--- config.mk ---
export PLATFORM = sky130hd
export DESIGN_NAME = game_input
export DESIGN_NICKNAME = d
export VERILOG_FILES = /design/src/rtl/game_input.sv
export SDC_FILE = /design/constraint.sdc
export NUM_CORES = 1
export LEC_CHECK = 0
export CORE_MARGIN = 5
export CORE_UTILIZATION = 55
export DETAILED_ROUTE_END_ITERATION = 6
export PLACE_DENSITY_LB_ADDON = 0.25
export SLEW_MARGIN = 20
export SYNTH_ARGS = -nofsm -noshare
export SYNTH_HDL_FRONTEND = slang
export SYNTH_SLANG_ARGS = --single-unit
--- constraint.sdc ---
create_clock -name clk -period 1.8 [get_ports clk]
set_input_delay 0.45 -clock clk [delete_from_list [all_inputs] [get_ports clk]]
set_output_delay 0.45 -clock clk [all_outputs]
set_load 0.1 [all_outputs]
--- src/rtl/game_input.sv ---
// game_input: synchronises, debounces and edge-detects five player buttons and hands fixed-priority commands
// to the game controller over a valid/ready handshake. Define GAME_INPUT_REPEAT_EN to build LEFT/RIGHT/DOWN auto-repeat.
module game_input #(
    parameter int DEB_CYCLES    = 1_000_000,
    parameter int REPEAT_DELAY  = 25_000_000,
    parameter int REPEAT_PERIOD = 10_000_000
) (
    input  logic       clk,
    input  logic       rst,
    input  logic       btn_left,
    input  logic       btn_right,
    input  logic       btn_down,
    input  logic       btn_rotate,
    input  logic       btn_drop,
    output logic       cmd_valid,
    output logic [2:0] cmd,
    input  logic       cmd_ready,
    output logic [4:0] held
);

    localparam int               DEB_W    = $clog2(DEB_CYCLES) + 1;
    localparam logic [DEB_W-1:0] DEB_LAST = DEB_W'(DEB_CYCLES - 1);

    // Bit order everywhere: {drop, rotate, down, right, left}
    logic [4:0] raw;
    logic [4:0] deb_level;
    logic [4:0] deb_d_reg;
    logic [4:0] rise;
    logic [4:0] tick;
    logic [4:0] pending_reg;
    logic [4:0] pending_next;
    logic [4:0] grant;
    logic [2:0] sel_code;
    logic       cmd_valid_reg;
    logic [2:0] cmd_reg;

    assign raw = {btn_drop, btn_rotate, btn_down, btn_right, btn_left};

    generate
        for (genvar gi = 0; gi < 5; gi++) begin : g_btn
            logic             sync1_reg;
            logic             sync2_reg;
            logic             deb_reg;
            logic [DEB_W-1:0] deb_cnt_reg;

            always_ff @(posedge clk or negedge rst) begin
                if (!rst) begin
                    sync1_reg   <= 1'b0;
                    sync2_reg   <= 1'b0;
                    deb_reg     <= 1'b0;
                    deb_cnt_reg <= '0;
                end else begin
                    sync1_reg <= raw[gi];
                    sync2_reg <= sync1_reg;
                    // Any agreement restarts the stability count, so short glitches never land
                    if (sync2_reg == deb_reg) begin
                        deb_cnt_reg <= '0;
                    end else if (deb_cnt_reg == DEB_LAST) begin
                        deb_reg     <= sync2_reg;
                        deb_cnt_reg <= '0;
                    end else begin
                        deb_cnt_reg <= deb_cnt_reg + 1'b1;
                    end
                end
            end

            assign deb_level[gi] = deb_reg;
        end
    endgenerate

    assign rise = deb_level & ~deb_d_reg;

`ifdef GAME_INPUT_REPEAT_EN
    localparam int               REP_MAX   = (REPEAT_DELAY > REPEAT_PERIOD) ? REPEAT_DELAY : REPEAT_PERIOD;
    localparam int               REP_W     = $clog2(REP_MAX) + 1;
    localparam logic [REP_W-1:0] REP_FIRST = REP_W'(REPEAT_DELAY - 1);
    localparam logic [REP_W-1:0] REP_NEXT  = REP_W'(REPEAT_PERIOD - 1);

    generate
        for (genvar gi = 0; gi < 3; gi++) begin : g_rep
            logic [REP_W-1:0] rep_cnt_reg;
            logic             rep_armed_reg;
            logic             hold_on;
            logic             rep_hit;

            // Counting starts the cycle the press is registered, so repeats line up with the press command
            assign hold_on = deb_level[gi] & deb_d_reg[gi];
            assign rep_hit = hold_on && (rep_cnt_reg == (rep_armed_reg ? REP_NEXT : REP_FIRST));

            always_ff @(posedge clk or negedge rst) begin
                if (!rst) begin
                    rep_cnt_reg   <= '0;
                    rep_armed_reg <= 1'b0;
                end else if (!hold_on) begin
                    rep_cnt_reg   <= '0;
                    rep_armed_reg <= 1'b0;
                end else if (rep_hit) begin
                    rep_cnt_reg   <= '0;
                    rep_armed_reg <= 1'b1;
                end else begin
                    rep_cnt_reg <= rep_cnt_reg + 1'b1;
                end
            end

            assign tick[gi] = rep_hit;
        end
    endgenerate

    assign tick[4:3] = 2'b00;
`else
    // Repeat timing is irrelevant in this build; the block only marks the parameters as consumed
    if (REPEAT_DELAY < 0 && REPEAT_PERIOD < 0) begin : g_repeat_unused
    end

    assign tick = '0;
`endif

    always_comb begin
        sel_code = 3'd0;
        grant    = 5'b00000;
        if (!cmd_valid_reg) begin
            if (pending_reg[4]) begin
                sel_code = 3'd5;
                grant    = 5'b10000;
            end else if (pending_reg[3]) begin
                sel_code = 3'd4;
                grant    = 5'b01000;
            end else if (pending_reg[0]) begin
                sel_code = 3'd1;
                grant    = 5'b00001;
            end else if (pending_reg[1]) begin
                sel_code = 3'd2;
                grant    = 5'b00010;
            end else if (pending_reg[2]) begin
                sel_code = 3'd3;
                grant    = 5'b00100;
            end
        end
        // New events win over the grant clear so nothing arriving this cycle is dropped
        pending_next = (pending_reg & ~grant) | rise | tick;
    end

    always_ff @(posedge clk or negedge rst) begin
        if (!rst) begin
            deb_d_reg     <= '0;
            pending_reg   <= '0;
            cmd_valid_reg <= 1'b0;
            cmd_reg       <= 3'd0;
        end else begin
            deb_d_reg   <= deb_level;
            pending_reg <= pending_next;
            if (cmd_valid_reg) begin
                if (cmd_ready) begin
                    cmd_valid_reg <= 1'b0;
                    cmd_reg       <= 3'd0;
                end
            end else if (|grant) begin
                cmd_valid_reg <= 1'b1;
                cmd_reg       <= sel_code;
            end
        end
    end

    assign cmd_valid = cmd_valid_reg;
    assign cmd       = cmd_reg;
    assign held      = deb_level;

endmodule

==> out/metrics.cfg <==
[outcome]
status = finished with violations
violations = setup timing

[power_and_ir_drop]
p_int_mw = 5.45
leakage_nw = 3.52
worst_ir_drop_vdd_mv = 0.917
p_comb_share_pct = 4.6
seq_power_share_pct = 43.8
powerDensity_mw_per_mm2 = 849
p_total_mw = 7.04
pwr-share-clk_pct = 51.6
swShare_pct = 22.6
switching_power_mw = 1.59

[timing]
slew_headroom_pct = 76.5
whs_ns = 0.347
fmax_ghz = 0.536
hold_violations = 0
worst_pin_slew_ns = 0.352
worst_slack_ns = -0.0643
fin_crit_ns = 1.86
min_period_over_period_pct = 104
slew_viol_final = 0
rsz0062_at_grt = true
finClkSkew_ns = 0.00803
finalSetupViolCount = 25

[logic_synthesis]
synth_area_per_cell_um2 = 9.96
syn_inst = 628
synth_edf_count = 0
synthFlopType = dfrtp_1
synth_nets = 641
synthDistinctLibCells = 36
ys_ff_latch = 134
synth-async-reset-ratio_pct = 100
yosysWarningCount = 0
synth.cell_area_mm2 = 0.00626
yosysSeqAreaShare_pct = 53.6

[worst_hold_path]
hp-class = reg -> reg

[routing]
vias_per_cell = 5.76
drtAntennaViolNets = 0
routedWlPerCell_um = 15.9
totalWireLength_mm = 14.3
dr.first_iter.drc_count = 519
first_pass_iters = 4
dr_total_vias = 5180
drc = 0

[die]
fp.dieW_um = 117
core_area_mm2 = 0.0113
num_rows = 39
die_h_um = 117
die_area_mm2 = 0.0136
start_util_pct = 55.5
boundaryPins = 17

[cells_and_area]
final_layout_size_suffix_gt1_share_pct = 28.0
finalCoreUtilization_pct = 73.6
nets = 757
final_cell_area_mm2 = 0.00829
n_antenna_cell = 0
synthToLayoutAreaGrowth_pct = 32.5
largest_reg_flops = 105

[grt]
grt_pass1_vias = 5031
grtUsageTotal_pct = 21.7
overflow = 0
grt_max_degree = 41
grt_pass1_wl_mm = 23.3
antenna_found_initial = 0

[critical_path]
arrival_ns = 2.16
cp_slowest_cell = or4_1
crit_chain = or4_1, or4_4, o21ai_4, buf_6, a21oi_2
start_kind = flop
cp-end-kind = flop
crit_buf_inv = 1
cp_top_family = simple AND/OR/NAND/NOR gates
worst-setup-path-type = reg -> reg
cp_max_fo = 6
critPathMaxStageDelay_ns = 0.50
worstPathRequired_ns = 2.10

[place]
io_buffers = 16
dp_hpwl_mm = 8.98
finalWeightedCongestion = 0.864
place_area_mm2 = 0.00719

[clock_network]
clock_latency_ns = 0.43
cts_tree = built
clk_pin_slew_ns = 0.06
clockRootBuffer = clkbuf_16
clock-sinks = 134
cts-buffers-inserted = 17
htreeDepth = 4
cts.path.max_buffers = 2

[flow_run]
drv_cap = 0

## power by group through the flow
stage               registers [mW]  logic [mW]  clock network (mW)
finish                        3.08       0.325                3.63
global route                  3.09       0.364                3.82
CTS                           3.08       0.298                3.68
detailed placement            3.14       0.290                   0
global placement              3.13       0.283                   0
floorplan                     3.16      0.0988                   0
## cell usage after synthesis, types with 23 or more instances
| cell | number | area (um^2) |
|---|---|---|
| nand4_1 | 30 | 188 |
| xor2_1 | 38 | 333 |
| o21ai_0 | 33 | 165 |
| xnor2_1 | 24 | 210 |
| nand3_1 | 35 | 175 |
| nor2_1 | 75 | 282 |
| nand2_1 | 40 | 150 |
| a21oi_1 | 39 | 195 |
| or3_1 | 24 | 150 |
| inv_1 | 23 | 86.3 |
| or4_1 | 27 | 203 |
| dfrtp_1 | 134 | 3350 |
## cell families (layout without fill, tap and decap cells)
family                   count (synthesis)  count (layout)  synth area share (%)
multiplexers                             5               5                 0.900
buffers and inverters                   43             172                  3.06
adder cells (fa/ha/maj)                  5               5                  1.00
flip-flops                             134             134                  53.6
AO/OA/AOI/OAI                           94              94                  8.42
XOR/XNOR                                62              62                  8.68
AND/OR/NAND/NOR                        285             285                  24.3
## path summary, 6_finish.rpt
kind	cells after the start	endpoint	slack, ns	from
setup / recovery	5	g_btn[0].deb_cnt_reg[19]$_DFF_PN0_	-0.06	g_btn[0].deb_cnt_reg[11]$_DFF_PN0_
hold / removal	0	g_btn[3].sync2_reg$_DFF_PN0_	0.35	g_btn[3].sync1_reg$_DFF_PN0_
setup reg to reg	5	g_btn[0].deb_cnt_reg[19]$_DFF_PN0_	-0.06	g_btn[0].deb_cnt_reg[11]$_DFF_PN0_
hold reg to reg	0	g_btn[3].sync2_reg$_DFF_PN0_	0.35	g_btn[3].sync1_reg$_DFF_PN0_
max in group asynchronous	3	g_btn[3].deb_cnt_reg[0]$_DFF_PN0_	0.65	rst
min in group asynchronous	2	g_btn[2].deb_cnt_reg[17]$_DFF_PN0_	0.50	rst
## cell usage in the layout (no fill, tap or decap), types with 3 or more instances in the layout
cell / n
o31ai_1: 15
clkbuf_16: 17
nor3_1: 14
nand3_1: 33
or3_4: 3
buf_6: 8
clkinv_4: 3
nor4_1: 4
and4_1: 5
or4_1: 16
a21oi_2: 14
ha_2: 4
o21ai_1: 3
clkdlybuf4s50_1: 6
dfrtp_2: 3
buf_4: 91
nand2_2: 4
inv_1: 23
and2_1: 5
or4_4: 14
or2_2: 4
nand4_1: 30
dfrtp_1: 130
nand3_2: 3
xnor2_1: 24
bufinv_16: 3
and3_1: 7
or3_1: 21
clkinvlp_4: 3
a21oi_1: 25
nand2_1: 36
xor2_1: 38
nor2_1: 73
o21ai_0: 29
inv_6: 3
buf_12: 11
mux2_2: 4
## stage by stage
stage	worst slack (ns)	TNS, ns	cells
2_1_floorplan	-0.0624	-1.25	628
3_3_place_gp	-0.0571	-0.784	840
3_5_place_dp	-0.0751	-1.23	840
4_1_cts	-0.0757	-1.29	878
5_1_grt	-0.133	-3.97	900
6_report	-0.0643	-1.28	900
## worst reg2reg max path, delay by kind of cell, from the launching register on
kind,cells,cell delay (ns)
simple gates,2,0.97
buf+inv,1,0.17
flops,1,0.37
compound gates,2,0.23
## repair_timing
item,CTS,global route
buffers inserted,4,21
cloned,1,1
setup endpoints to repair,28,96
hold endpoints to repair,32,0
pin swaps,2,22
hold buffers,1,0
resized for setup,8,65
## metal layers
metal  GRT usage (%)  up-vias  wire (um)
met5               0        -          0
met4            8.03        0        216
li1                -     2478          -
met3            6.17       23        597
met2            35.4       99       7360
met1            27.6     2580       6150
## area by class of cell
cell class	instances	area, um^2
sequential	134	3360
fill	703	2980
multi-input combinational	451	2980
timing repair buffer	117	1060
clock buffer	19	453
tap	143	179
clock inverter	13	170
inverter	23	86.3
Note: power is estimated with default switching activity, not from simulation.
